--- config.mk ---
export PLATFORM = sky130hd
export DESIGN_NAME = led_arbiter
export DESIGN_NICKNAME = d
export VERILOG_FILES = /design/src/rtl/led_arbiter.sv
export SDC_FILE = /design/constraint.sdc
export NUM_CORES = 1
export LEC_CHECK = 0
export BUFFER_PORTS_ARGS = -buffer_cell sky130_fd_sc_hd__buf_2
export CORE_MARGIN = 2
export CORE_UTILIZATION = 54
export DETAILED_ROUTE_END_ITERATION = 16
export PLACE_DENSITY = 0.88
export SLEW_MARGIN = 5
export SYNTH_ARGS = -nofsm -noshare
export SYNTH_HDL_FRONTEND = slang
export SYNTH_SLANG_ARGS = --single-unit
--- constraint.sdc ---
create_clock -name clk -period 2.4 [get_ports clk]
set_clock_uncertainty 0.1 [all_clocks]
set_input_delay 0.36 -clock clk [delete_from_list [all_inputs] [get_ports clk]]
set_output_delay 0.36 -clock clk [all_outputs]
set_load 0.02 [all_outputs]
--- src/rtl/led_arbiter.sv ---
// led_arbiter
//   Shares the 8-bit LED bank between up to four requesters using a
//   round-robin arbiter with a minimum dwell time. When nobody owns the
//   LEDs they mirror the (synchronized, optionally debounced) slide switches.
//
//   Optional feature macro: LED_ARB_DEBOUNCE_EN
//     defined   -> switch value must be stable DEB_CYCLES cycles before use
//     undefined -> synchronized switches drive the LEDs directly
//
// Ports
//   clk        in   1   rising-edge clock
//   rst        in   1   synchronous reset, active-high
//   req        in   4   per-requester LED request
//   req_data   in  32   packed patterns, byte i belongs to requester i
//   sw         in   8   raw slide switches (asynchronous)
//   gnt        out  4   one-hot grant, zero when idle
//   active_id  out  2   index of current owner (valid while gnt != 0)
//   led        out  8   registered LED drive
//
// State   | meaning
// --------+-----------------------------------------------
// S_IDLE  | no owner, LEDs mirror the clean switch value
// S_OWN   | one requester owns the LEDs, dwell counting down

module led_arbiter #(
  parameter int HOLD_CYCLES = 1000000,
  parameter int DEB_CYCLES  = 500000
) (
  input  logic        clk,
  input  logic        rst,
  input  logic [3:0]  req,
  input  logic [31:0] req_data,
  input  logic [7:0]  sw,
  output logic [3:0]  gnt,
  output logic [1:0]  active_id,
  output logic [7:0]  led
);

  localparam int DW = $clog2(HOLD_CYCLES + 1);
  localparam logic [DW-1:0] DWELL_INIT = DW'(HOLD_CYCLES - 1);

  typedef enum logic {S_IDLE, S_OWN} state_t;

  state_t        r_state;
  logic [3:0]    r_gnt;
  logic [1:0]    r_active_id;
  logic [7:0]    r_led;
  logic [1:0]    r_ptr;
  logic [DW-1:0] r_dwell;

  logic [7:0]    r_sw_meta;
  logic [7:0]    r_sw_sync;
  logic [7:0]    w_sw_clean;

  logic [1:0]    w_winner;
  logic          w_found;
  logic          w_others;
  logic          w_own_req;
  logic [7:0]    w_own_data;

  // Two-flop synchronizer for the asynchronous switches.
  always_ff @(posedge clk) begin
    if (rst) begin
      r_sw_meta <= '0;
      r_sw_sync <= '0;
    end else begin
      r_sw_meta <= sw;
      r_sw_sync <= r_sw_meta;
    end
  end

`ifdef LED_ARB_DEBOUNCE_EN
  localparam int DBW = $clog2(DEB_CYCLES + 1);
  localparam logic [DBW-1:0] DEB_INIT = DBW'(DEB_CYCLES - 1);

  logic [7:0]     r_sw_cand;
  logic [7:0]     r_sw_clean;
  logic [DBW-1:0] r_deb_cnt;

  // Any change in the synchronized value reloads the counter; the candidate
  // is accepted only once the counter has run down without interruption.
  always_ff @(posedge clk) begin
    if (rst) begin
      r_sw_cand  <= '0;
      r_sw_clean <= '0;
      r_deb_cnt  <= '0;
    end else if (r_sw_sync != r_sw_cand) begin
      r_sw_cand <= r_sw_sync;
      r_deb_cnt <= DEB_INIT;
    end else if (r_deb_cnt != '0) begin
      r_deb_cnt <= r_deb_cnt - DBW'(1);
    end else begin
      r_sw_clean <= r_sw_cand;
    end
  end

  assign w_sw_clean = r_sw_clean;
`else
  logic w_unused_deb;
  assign w_unused_deb = (DEB_CYCLES > 0);
  assign w_sw_clean   = r_sw_sync;
`endif

  // Round-robin search: ptr+1, ptr+2, ptr+3, ptr. Since ptr tracks the
  // current owner, the owner is naturally considered last.
  always_comb begin
    w_winner = r_ptr;
    w_found  = 1'b0;
    for (int k = 1; k <= 4; k++) begin
      logic [1:0] idx;
      idx = r_ptr + 2'(k);
      if (!w_found && req[idx]) begin
        w_winner = idx;
        w_found  = 1'b1;
      end
    end
  end

  assign w_others   = |(req & ~r_gnt);
  assign w_own_req  = req[r_active_id];
  assign w_own_data = req_data[{r_active_id, 3'b000} +: 8];

  always_ff @(posedge clk) begin
    if (rst) begin
      r_state     <= S_IDLE;
      r_gnt       <= '0;
      r_active_id <= '0;
      r_led       <= '0;
      r_ptr       <= 2'd3;
      r_dwell     <= '0;
    end else begin
      case (r_state)
        S_IDLE: begin
          r_led <= w_sw_clean;
          if (w_found) begin
            r_state     <= S_OWN;
            r_gnt       <= 4'b0001 << w_winner;
            r_active_id <= w_winner;
            r_ptr       <= w_winner;
            r_dwell     <= DWELL_INIT;
          end
        end
        S_OWN: begin
          // Owner's pattern tracks while it requests, otherwise frozen.
          if (w_own_req) begin
            r_led <= w_own_data;
          end
          if (r_dwell != '0) begin
            r_dwell <= r_dwell - DW'(1);
          end else if (w_others) begin
            // Direct hand-over, no idle bubble.
            r_gnt       <= 4'b0001 << w_winner;
            r_active_id <= w_winner;
            r_ptr       <= w_winner;
            r_dwell     <= DWELL_INIT;
          end else if (!w_own_req) begin
            r_state <= S_IDLE;
            r_gnt   <= '0;
          end
        end
        default: begin
          r_state <= S_IDLE;
          r_gnt   <= '0;
        end
      endcase
    end
  end

  assign gnt       = r_gnt;
  assign active_id = r_active_id;
  assign led       = r_led;

endmodule

== Yosys cells after proc, flatten, opt, wreduce, memory -nomap -nowiden ==
Index checks and enable logic that the tools add are counted.

* Latch bits: 0
* Memory bits (read-only): 0
* Memories kept: 0
* Output and inout port bits: 14
* Bits in writable memories: 0
* Bits of input ports: 46
* Register bits after elaboration: 53

* Magnitude comparators: 5
* Div/mod/pow operators: 0
* Shift-type cells: 2
* Add/sub/neg operators: 4
* Reduce and logical (&&, ||, !) cells: 11
* Bitwise operators: 3
* Eq/ne operators: 6
* Multiply operators: 0
* Muxes and demuxes: 38

{| class="wikitable"
|+ Operator list
! kind !! number
|-
| 2-to-1 mux 20 bit || 3
|-
| case mux 20 bit (2 select lines) || 1
|-
| variable part select 32 x 6 -> 8 bit || 1
|-
| nonzero test 20 bit || 1
|-
| subtractor 20 x 1 -> 20 bit (second input constant) || 1
|-
| 2-to-1 mux 4 bit || 4
|-
| case mux 8 bit (2 select lines) || 1
|-
| less-than comparator 2 x 3 -> 1 bit (second input constant) || 5
|-
| 2-to-1 mux 2 bit || 7
|-
| 2-to-1 mux 1 bit || 13
|-
| binary-select mux 1 bit (select 2 bit) || 5
|-
| 2-to-1 mux 8 bit || 1
|-
| case mux 4 bit (2 select lines) || 1
|-
| AND reduction 3 bit || 2
|-
| adder 2 bit (second input constant) || 2
|-
| AND 4 bit || 1
|-
| != test 2 x 1 -> 1 bit (second input constant) || 2
|-
| != test 2 bit (second input constant) || 2
|-
| inverter 4 bit || 1
|-
| case mux 2 bit (2 select lines) || 1
|-
| OR reduction 4 bit || 1
|-
| << shifter 1 x 2 -> 4 bit (first input constant) || 1
|-
| logical AND 1 bit || 3
|-
| logical NOT 1 bit || 3
|-
| 6 further kinds || 6
|}

== Logic depth before layout (Yosys ltp) ==
Gate-level depths: netlist of run 1.

* Depth in word-level cells: 17
* Gate-level depth with buffers: 8
* Gate-level depth less buffers: 7

== Worst setup path after synthesis of run 1 ==
Ideal clock, no wire load.

* Kind: flip-flop to flip-flop
* Start: register r_dwell[16]
* End: register r_dwell[2]
* Arrival time: 1.930 ns
* Path slack: 0.256 ns
* Buffers on the path: 2
* Library setup time: 0.115 ns
* Period minus slack after synthesis: 2.144 ns
* Stages on the path, launching flop included: 8
* Required time: 2.185 ns
* Cells stage by stage: dfxtp_1 > nor4_1 > nand4_2 > or4_1 > buf_2 > buf_6 > o211a_1 > o21a_1

* Longest elaborated chain between the ends: 3

{| class="wikitable"
|+ RTL lines
! what !! RTL line !! text
|-
| from (decl) || 49 || <nowiki>logic [DW-1:0] r_dwell;</nowiki>
|-
| from (signal assigned) || 149 || <nowiki>r_dwell <= r_dwell - DW'(1);</nowiki>
|-
| nonzero test 20 bit (*) || 148 || <nowiki>if (r_dwell != '0) begin</nowiki>
|-
| 2-to-1 mux 20 bit / != test 3 x 1 -> 1 bit (equally long branches) || n/a ||
|-
| case mux 20 bit (2 select lines) / AND reduction 2 bit (equally long branches) || n/a ||
|}

Mark *: on every way between the ends. The rest lies on a longest branch, timed or not.
A chain may end at the register's enable or synchronous reset.

== Worst setup path after layout of run 1 ==
* Start: register r_dwell[16]
* End: register r_active_id[0] (netlist: active_id[0])

* Longest elaborated chain between the ends: 3

{| class="wikitable"
|+ RTL lines
! what !! RTL line !! text
|-
| nonzero test 20 bit || 148 ||
|-
| != test 2 bit (no source line) || n/a ||
|-
| AND reduction 3 bit (no source line) || n/a ||
|-
| to (signal assigned) || 138 || <nowiki>r_active_id <= w_winner;</nowiki>
|-
| to (signal assigned) || 153 || <nowiki>r_active_id <= w_winner;</nowiki>
|-
| to (decl) || 46 || <nowiki>logic [1:0] r_active_id;</nowiki>
|}

No other way between the ends.

==> impl_metrics.tcl, run 1 <==
set metrics [dict create \
    yosysUniqueCellTypes 57 \
    hp-class "primary input to flip-flop" \
    dieHeight_microns 74.9 \
    grt_pass1_vias 2243 \
    io_buffers 59 \
    stdcell_count 417 \
    cp-start-kind "flip-flop" \
    rrSetupSlack_ns 0.14 \
    finalNetCount 397 \
    max_stage_delay_ns 0.55 \
    setup_viol 0 \
    detailed_place_hpwl_microns 4830 \
    crit_slowest_cell "or4_1" \
    yosys.area.top_type "dfxtp_1" \
    holdBufCountCts 0 \
    whs_ns 0.154 \
    die_area_sq_um 5620 \
    finalSetupTns_ns 0 \
    setup.worst_path.end_class "flip-flop" \
    routed_wl_microns 6700 \
    cts_tree "yes" \
    initial_utilization_pct 56.8 \
    path_clk_slew_ns 0.10 \
    critPathRequiredTime_ns 2.52 \
    synth_area_per_cell_sq_um 9.57 \
    slew_headroom_pct 56.5 \
    fin_crit_ns 2.26 \
    grt_overflow 0 \
    drt_iter0_markers 201 \
    hold_viol 0 \
    path_cells "nor4_1 -> nand4_2 -> or4_1 -> buf_4 -> nand4b_1 -> nor3b_1" \
    synth-seq-cells 53 \
    ant_nets 0 \
    place_congestion 0.904 \
    drtPass1Iterations 5 \
    worstSkewPairLatency_ns 0.31 \
    crit_buf_inv 1 \
    yosys_warnings 0 \
    layout-drive-gt1-share_pct 31.4 \
    r2r_cells 6 \
    ir_worst_vdd_mv 0.386 \
    tightest_slew_ns 0.652 \
    syn_to_final_growth_pct 19.3 \
    timing.rr.start "r_dwell[16]" \
    ys_seq_area_share_pct 39.0 \
    syn_inst 284 \
    path_class "flip-flop to flip-flop" \
    post-route-util_pct 67.8 \
    critPathArrivalTime_ns 2.38 \
    synth_area_leaders "dfxtp_1, mux4_2, nor2b_1" \
    setup_ws_ns 0.141 \
    num_rows 25 \
    die_x_microns 74.9 \
    cts_buffers 5 \
    rsz0062_at_grt "false" \
    ios 60 \
    leakage_nw 1.34 \
    dp.cells 409 \
    cts.root.buffer_cell "clkbuf_8" \
    maxSlewViolCount 0 \
    fillerInstances 358 \
    cts_buffer_depth 2 \
    synthFlopType "dfxtp_1" \
    drc 0 \
    power_density_nw_per_um2 633 \
    vias 2485 \
    post_drt_wl_per_cell_microns 16.1 \
    post-route-period-util_pct 94.1 \
    antenna_found_initial 0 \
    holdPathStages 2 \
    crit_end "active_id[0]" \
    fmax_ghz 0.443 \
    synthDominantCellAreaShare_pct 39.0 \
    grt_max_degree 34 \
    grt_first_pass_wirelength_microns 10600 \
    crit_family "simple AND/OR/NAND/NOR gates" \
    regToRegEndpoint "active_id[0]" \
    vias_per_cell 5.96 \
    critPathMaxFanout 11 \
    startpoint "r_dwell[16]" \
    grt.total_usage_pct 24.9 \
    numClockSinks 53 \
    run_status "complete, no violations" \
    syn_area_sq_um 2720 \
    cap_violations 0 \
    cp.depth 6 \
    synth_edf_count 0 \
    async_flop_share_pct 0 \
    diodes 0 \
    htreeDepth 2 \
    pre_cts_ws_ns 0.176 \
    core_area_sq_um 4790 \
    synthesis.nets 332 \
]
## layout by cell type (no fill, tap or decap), types with 2 or more instances in the layout
master / instances
clkbuf_8: 5
mux2i_1: 9
o21a_1: 6
nand4b_1: 2
o21ai_0: 3
a21oi_1: 6
a221oi_1: 2
nand4_1: 3
mux4_2: 9
nor3_2: 2
nand2_1: 12
or2_2: 2
nand3_1: 4
o211a_1: 5
and2_1: 2
nor2b_1: 18
inv_1: 11
nor4_1: 5
nand2b_1: 3
nor3b_1: 2
buf_2: 59
dfxtp_1: 53
buf_4: 20
or3_1: 4
a31oi_1: 12
o2bb2ai_1: 5
inv_6: 2
o221ai_1: 3
ha_1: 2
a211oi_1: 12
a311oi_2: 5
nor2_1: 23
o211ai_1: 7
nor3_1: 8
## cell type report
class                           instances  area, sq um  area share [%]
Clock buffer                            5         68.8            2.12
Clock inverter                          3         25.0           0.772
Inverter                               11         41.3            1.27
Multi-Input combinational cell        199         1520            46.8
Sequential cell                        53         1060            32.7
Tap cell                               67         83.8            2.58
Timing Repair Buffer                   79          445            13.7
## registers in the layout (all words and copies together), names as in the netlist
register,count
r_state,1
r_dwell,20
r_ptr,2
r_sw_meta,8
gnt,4
active_id,2
led,8
r_sw_sync,8
## where the power goes
| group | switching (mW) | internal, mW | total (mW) |
|---|---|---|---|
| Combinational | 0.279 | 0.248 | 0.526 |
| Sequential | 0.0545 | 0.944 | 0.999 |
| Clock | 0.316 | 0.213 | 0.529 |
| Total | 0.649 | 1.41 | 2.05 |
## logic make-up after synthesis
family	after synthesis	synth area share, %
AOI/OAI and AO/OA	80	23.5
xor gates and xnor gates	1	0.322
adders and majority gates	2	0.921
buffers and inverters	32	5.16
DFF	53	39.0
muxes	19	11.2
and+or+nand+nor	97	19.9
## routing by layer
layer | up-vias | track usage (%) | wire length, microns
met5 | - | 0 | 0
met4 | 0 | 8.73 | 138
met3 | 14 | 6.02 | 374
met2 | 95 | 40.0 | 3320
met1 | 1166 | 32.9 | 2860
li1 | 1210 | - | -
## synthesized netlist by cell type, types with 2 or more instances
cell and instances:
o211ai_1 7, o221ai_1 3, nor3_2 2, and2_1 2, o21ai_0 3, buf_4 2, nand4b_1 2, dfxtp_1 53
nand4_1 3, nor2b_1 18, o2bb2ai_1 5, mux2i_1 9, nor3_1 8, nand2_1 12, a211oi_1 12, nor2_1 23
clkbuf_1 14, ha_1 2, or2_2 2, o21a_1 7, inv_1 11, nand3_1 4, a21oi_1 6, buf_2 3
mux4_2 9, a311oi_2 5, nor4_1 5, nand2b_1 3, nor3b_1 2, or3_1 4, o211a_1 5, a221oi_1 2
a31oi_1 12
## worst min path at each step
stage	from	endpoint	slack, ns
after floorplan	r_sw_meta[0]	r_sw_sync[0]	0.31
after global placement	r_sw_meta[5]	r_sw_sync[5]	0.32
after detailed placement	r_sw_meta[7]	r_sw_sync[7]	0.32
after CTS	sw[7]	r_sw_meta[7]	0.15
after global routing	sw[5]	r_sw_meta[5]	0.14
final	sw[7]	r_sw_meta[7]	0.15
## timing repair
action,4_1_cts,5_1_grt
endpoints found under the setup margin,0,1
buffers inserted,0,0
gates resized for setup,0,1
## per-stage QoR
stage	total power [mW]	cell area (sq um)
6_report	2.05	3240
5_1_grt	2.15	3240
4_1_cts	2.05	3240
3_5_place_dp	1.53	3150
3_3_place_gp	1.51	3150
2_1_floorplan	1.36	2720
Note: power is estimated with default switching activity, not from simulation.
==> inputs of run 2 (changes only) <==
--- a/config.mk
+++ b/config.mk
@@ -9,7 +9,7 @@
 export CORE_MARGIN = 2
 export CORE_UTILIZATION = 54
 export DETAILED_ROUTE_END_ITERATION = 16
-export PLACE_DENSITY = 0.88
+export PLACE_DENSITY = 0.79
 export SLEW_MARGIN = 5
 export SYNTH_ARGS = -nofsm -noshare
 export SYNTH_HDL_FRONTEND = slang
==> run 2 against run 1 <==
Compared with the run above:
- critical path depth fell by 1
- final area fell by 0.50%
- cell count fell by 0.24%
- via count fell by 0.28%
- sequential power barely moved
- register-to-register slack improved by 0.03 ns
- sequential share of layout area rose by 0.16 points
- hold slack got worse by 0.00079 ns
- non-clock buffer count fell by 1
- die area did not move
- maximum frequency rose by 1.2%
==> impl_metrics.tcl, run 2 (same netlist as run 1, synthesis figures left out) <==
set metrics [dict create \
    layout_common_cells "buf_2, dfxtp_1, nor2_1" \
    diodes 0 \
    run_status "complete, no violations" \
    drt_iter0_markers 134 \
    fin_crit_ns 2.23 \
    tightest_slew_ns 0.643 \
    hp-class "primary input to flip-flop" \
    dieHeight_microns 74.9 \
    ios 60 \
    seqPwrFrac_pct 49.5 \
    setup_viol 0 \
    layout_commonest_cell "buf_2" \
    switching_share_pct 30.8 \
    leakage_nw 1.34 \
    cts_resized 0 \
    pwr-share-comb_pct 25.4 \
    cts_buffer_depth 2 \
    drtPass1Iterations 5 \
    cap_violations 0 \
    grt_overflow 0 \
    critPathRequiredTime_ns 2.53 \
    routed_wl_microns 6340 \
    numClockSinks 53 \
    post_cts_buffers 0 \
    htreeDepth 2 \
    register_area_sq_um 1060 \
    top_register "r_dwell" \
    p_int_mw 1.40 \
    p_switching_mw 0.621 \
    finalNetCount 396 \
    finalSetupTns_ns 0 \
    grt_first_pass_wirelength_microns 10100 \
    maxSlewViolCount 0 \
    initial_utilization_pct 56.8 \
    power_mw 2.02 \
    detailed_place_hpwl_microns 4570 \
    critPathMaxFanout 7 \
    ir_worst_vdd_mv 0.462 \
    cp-start-kind "flip-flop" \
    vias_per_cell 5.96 \
    layout-drive-gt1-share_pct 30.7 \
    stdcell_count 416 \
    hold_viol 0 \
    multi_input_area_sq_um 1520 \
    die_area_sq_um 5620 \
    cts_buffers 5 \
    num_rows 25 \
    io_buffers 59 \
    dp.cells 408 \
    cts.root.buffer_cell "clkbuf_8" \
    ant_nets 0 \
    slew_headroom_pct 57.1 \
    final_cell_area_sq_um 3230 \
    post-route-period-util_pct 93.0 \
    power_density_nw_per_um2 625 \
    rsz0062_at_grt "false" \
    antenna_found_initial 0 \
    syn_to_final_growth_pct 18.7 \
    grt.total_usage_pct 23.4 \
    core_area_sq_um 4790 \
    grt_pass1_vias 2192 \
    pwr-share-clk_pct 25.2 \
    worstSkewPairLatency_ns 0.31 \
    place_congestion 0.887 \
    holdBufCountCts 0 \
    vias 2478 \
    post_drt_wl_per_cell_microns 15.2 \
    postPlaceCellArea_sq_um 3140 \
    fillerInstances 390 \
    largest_reg_flops 20 \
    fmax_ghz 0.448 \
    grt_max_degree 27 \
    path_clk_slew_ns 0.10 \
    path_class "flip-flop to flip-flop" \
    critPathArrivalTime_ns 2.36 \
    cts_tree "yes" \
    drc 0 \
    setup.worst_path.end_class "flip-flop" \
    die_x_microns 74.9 \
]
run 2: cell count changes in the layout (fill, tap and decap cells not counted):
cell        delta
o21a_1         +1
clkbuf_1       +1
o21a_2         -1
clkinvlp_4     -1
clkinv_2       +1
buf_4          -1
inv_6          -1
run 2: layout make-up:
type | count | area share (%)
tap | 67 | 2.60
clock buffer | 6 | 2.25
multi-input combinational | 199 | 47.0
sequential | 53 | 32.9
inverter | 11 | 1.28
clock inverter | 2 | 0.427
timing repair buffer | 78 | 13.6
run 2: worst paths after layout:
kind / start / endpoint / slack [ns] / cells past startpoint
setup / recovery: r_dwell[16] / r_dwell[11] / 0.17 / 5
hold reg to reg: r_sw_meta[0] / r_sw_sync[0] / 0.34 / 1
hold / removal: sw[4] / r_sw_meta[4] / 0.15 / 2
setup reg to reg: r_dwell[16] / r_dwell[11] / 0.17 / 5
run 2: through the flow:
step	setup slack (ns)	utilization, %	hold slack [ns]
finish	0.168	67.4	0.153
global route	0.0328	67.4	0.141
CTS	0.170	67.4	0.141
detailed placement	0.192	65.6	0.323
global placement	0.261	65.6	0.317
floorplan	0.256	-	0.314
run 2: layer usage:
layer	track usage [%]	wire (microns)	up-vias
li1	-	-	1206
met1	30.8	2750	1180
met2	38.1	3120	81
met3	4.42	356	11
met4	9.13	119	0
met5	0	0	-
run 2: worst max-delay path, cell delays in order, from the launching register on:
cell	delay [ns]
dfxtp_1	0.36
nor4_1	0.42
nand4_2	0.14
or4_1	0.53
and2_1	0.32
a311oi_2	0.27
run 2: power groups by stage:
stage / Sequential (mW) / Clock [mW] / Combinational (mW)
2_1_floorplan: 1.03 / 0 / 0.334
3_3_place_gp: 1.01 / 0 / 0.501
3_5_place_dp: 1.02 / 0 / 0.508
4_1_cts: 0.996 / 0.520 / 0.511
5_1_grt: 1.01 / 0.557 / 0.563
6_report: 0.998 / 0.508 / 0.512
==> inputs of run 3 (changes only) <==
--- a/config.mk
+++ b/config.mk
@@ -10,6 +10,7 @@
 export CORE_UTILIZATION = 54
 export DETAILED_ROUTE_END_ITERATION = 16
 export PLACE_DENSITY = 0.79
+export RECOVER_POWER = 100
 export SLEW_MARGIN = 5
 export SYNTH_ARGS = -nofsm -noshare
 export SYNTH_HDL_FRONTEND = slang
==> run 3 against run 2 <==
Compared with the run above:
- wire length shrank 0.91%
- hold slack about the same
- clock power barely moved
- critical path depth is 1 higher
- maximum frequency is 0.23% lower
- worst setup slack lost 0.0052 ns
- largest power group unchanged
- non-clock buffer count unchanged
- sequential power about the same
- core utilization is 0.78 points lower
- sequential share of layout area increased by 0.39 points
==> impl_metrics.tcl, run 3 (same netlist as run 1, synthesis figures left out) <==
set metrics [dict create \
    post-route-period-util_pct 93.2 \
    cts_resized 0 \
    largest_reg_flops 20 \
    fmax_ghz 0.447 \
    grt_pass1_vias 2192 \
    maxSlewViolCount 0 \
    layout-drive-gt1-share_pct 25.5 \
    holdBufCountCts 0 \
    vias 2457 \
    drtPass1Iterations 4 \
    detailed_place_hpwl_microns 4570 \
    path_clk_slew_ns 0.10 \
    core_area_sq_um 4790 \
    hp-class "primary input to flip-flop" \
    die_area_sq_um 5620 \
    fillerInstances 407 \
    cap_violations 0 \
    ant_nets 0 \
    cts_tree "yes" \
    syn_to_final_growth_pct 17.4 \
    top_register "r_dwell" \
    place_congestion 0.887 \
    antenna_found_initial 0 \
    leakage_nw 1.27 \
    post_drt_wl_per_cell_microns 15.1 \
    drc 0 \
    rsz0062_at_grt "false" \
    layout_commonest_cell "dfxtp_1" \
    ios 60 \
    finalSetupTns_ns 0 \
    postPlaceCellArea_sq_um 3140 \
    slew_headroom_pct 20.7 \
    drt_iter0_markers 145 \
    critPathMaxFanout 9 \
    io_buffers 59 \
    num_rows 25 \
    routed_wl_microns 6280 \
    initial_utilization_pct 56.8 \
    critPathRequiredTime_ns 2.52 \
    cts.root.buffer_cell "clkbuf_8" \
    dieHeight_microns 74.9 \
    grt_overflow 0 \
    htreeDepth 2 \
    fin_crit_ns 2.24 \
    register_area_sq_um 1060 \
    grt_first_pass_wirelength_microns 10100 \
    setup_viol 0 \
    final_cell_area_sq_um 3190 \
    cts_buffers 5 \
    cp-start-kind "flip-flop" \
    numClockSinks 53 \
    multi_input_area_sq_um 1520 \
    tightest_slew_ns 1.19 \
    power_density_nw_per_um2 629 \
    setup_ws_ns 0.163 \
    critPathArrivalTime_ns 2.35 \
    layout_common_cells "dfxtp_1, buf_2, nor2_1" \
    run_status "complete, no violations" \
    finalNetCount 396 \
    worstSkewPairLatency_ns 0.31 \
    hold_viol 0 \
    ir_worst_vdd_mv 0.466 \
    post_cts_buffers 0 \
    setup.worst_path.end_class "flip-flop" \
    path_class "flip-flop to flip-flop" \
    vias_per_cell 5.91 \
    post-route-util_pct 66.6 \
    diodes 0 \
    die_x_microns 74.9 \
    grt.total_usage_pct 23.4 \
    pre_cts_ws_ns 0.192 \
    grt_max_degree 27 \
    cts_buffer_depth 2 \
]
-- run 3: cell types whose count changed in the layout (fill, tap and decap cells not counted) --
| cell | previous run | this run |
|---|---|---|
| clkbuf_1 | 1 | 19 |
| buf_2 | 59 | 46 |
| buf_4 | 19 | 13 |
| a21boi_0 | 0 | 1 |
| a21boi_1 | 1 | 0 |
| clkbuf_2 | 0 | 1 |
-- run 3: worst paths after layout --
check	startpoint	endpoint	slack, ns	cells past startpoint
worst max register to register	r_dwell[16]	r_ptr[0]	0.16	6
worst min register to register	r_sw_meta[0]	r_sw_sync[0]	0.34	1
worst max-delay path	r_dwell[16]	r_ptr[0]	0.16	6
worst min-delay path	sw[4]	r_sw_meta[4]	0.15	2
-- run 3: layout make-up --
| class | instances | area share [%] |
|---|---|---|
| Multi-Input combinational cell | 199 | 47.5 |
| Clock buffer | 6 | 2.28 |
| Tap cell | 67 | 2.63 |
| Sequential cell | 53 | 33.3 |
| Clock inverter | 2 | 0.432 |
| Inverter | 11 | 1.29 |
| Timing Repair Buffer | 78 | 12.6 |
-- run 3: metal layers --
metal,up-vias,part of all wire (%),track usage [%],wire (microns)
met5,-,0,0,0
met4,0,1.4,9.13,85
met3,8,4.7,4.42,293
met2,67,50,38.1,3140
met1,1174,44,30.8,2770
li1,1208,-,-,-
-- run 3: report_power, final --
group	internal [mW]	total, mW	leakage (nW)	switching (mW)
registers	0.944	0.998	0.438	0.0537
logic	0.233	0.501	0.787	0.268
clock network	0.209	0.508	0.0456	0.299
total	1.39	2.01	1.27	0.621
-- run 3: critical path, stage by stage (launching register included) --
cell and delay [ns]:
dfxtp_1 0.36, nor4_1 0.42, nand4_2 0.14, or4_1 0.53, clkbuf_2 0.20, a31o_1 0.22
a21o_1 0.16
-- run 3: stage by stage --
step	hold WS [ns]	power, mW	cells
after floorplan	0.314	1.36	284
after global placement	0.317	1.51	408
after detailed placement	0.323	1.52	408
after CTS	0.141	2.03	416
after global routing	0.141	2.12	416
final	0.153	2.01	416
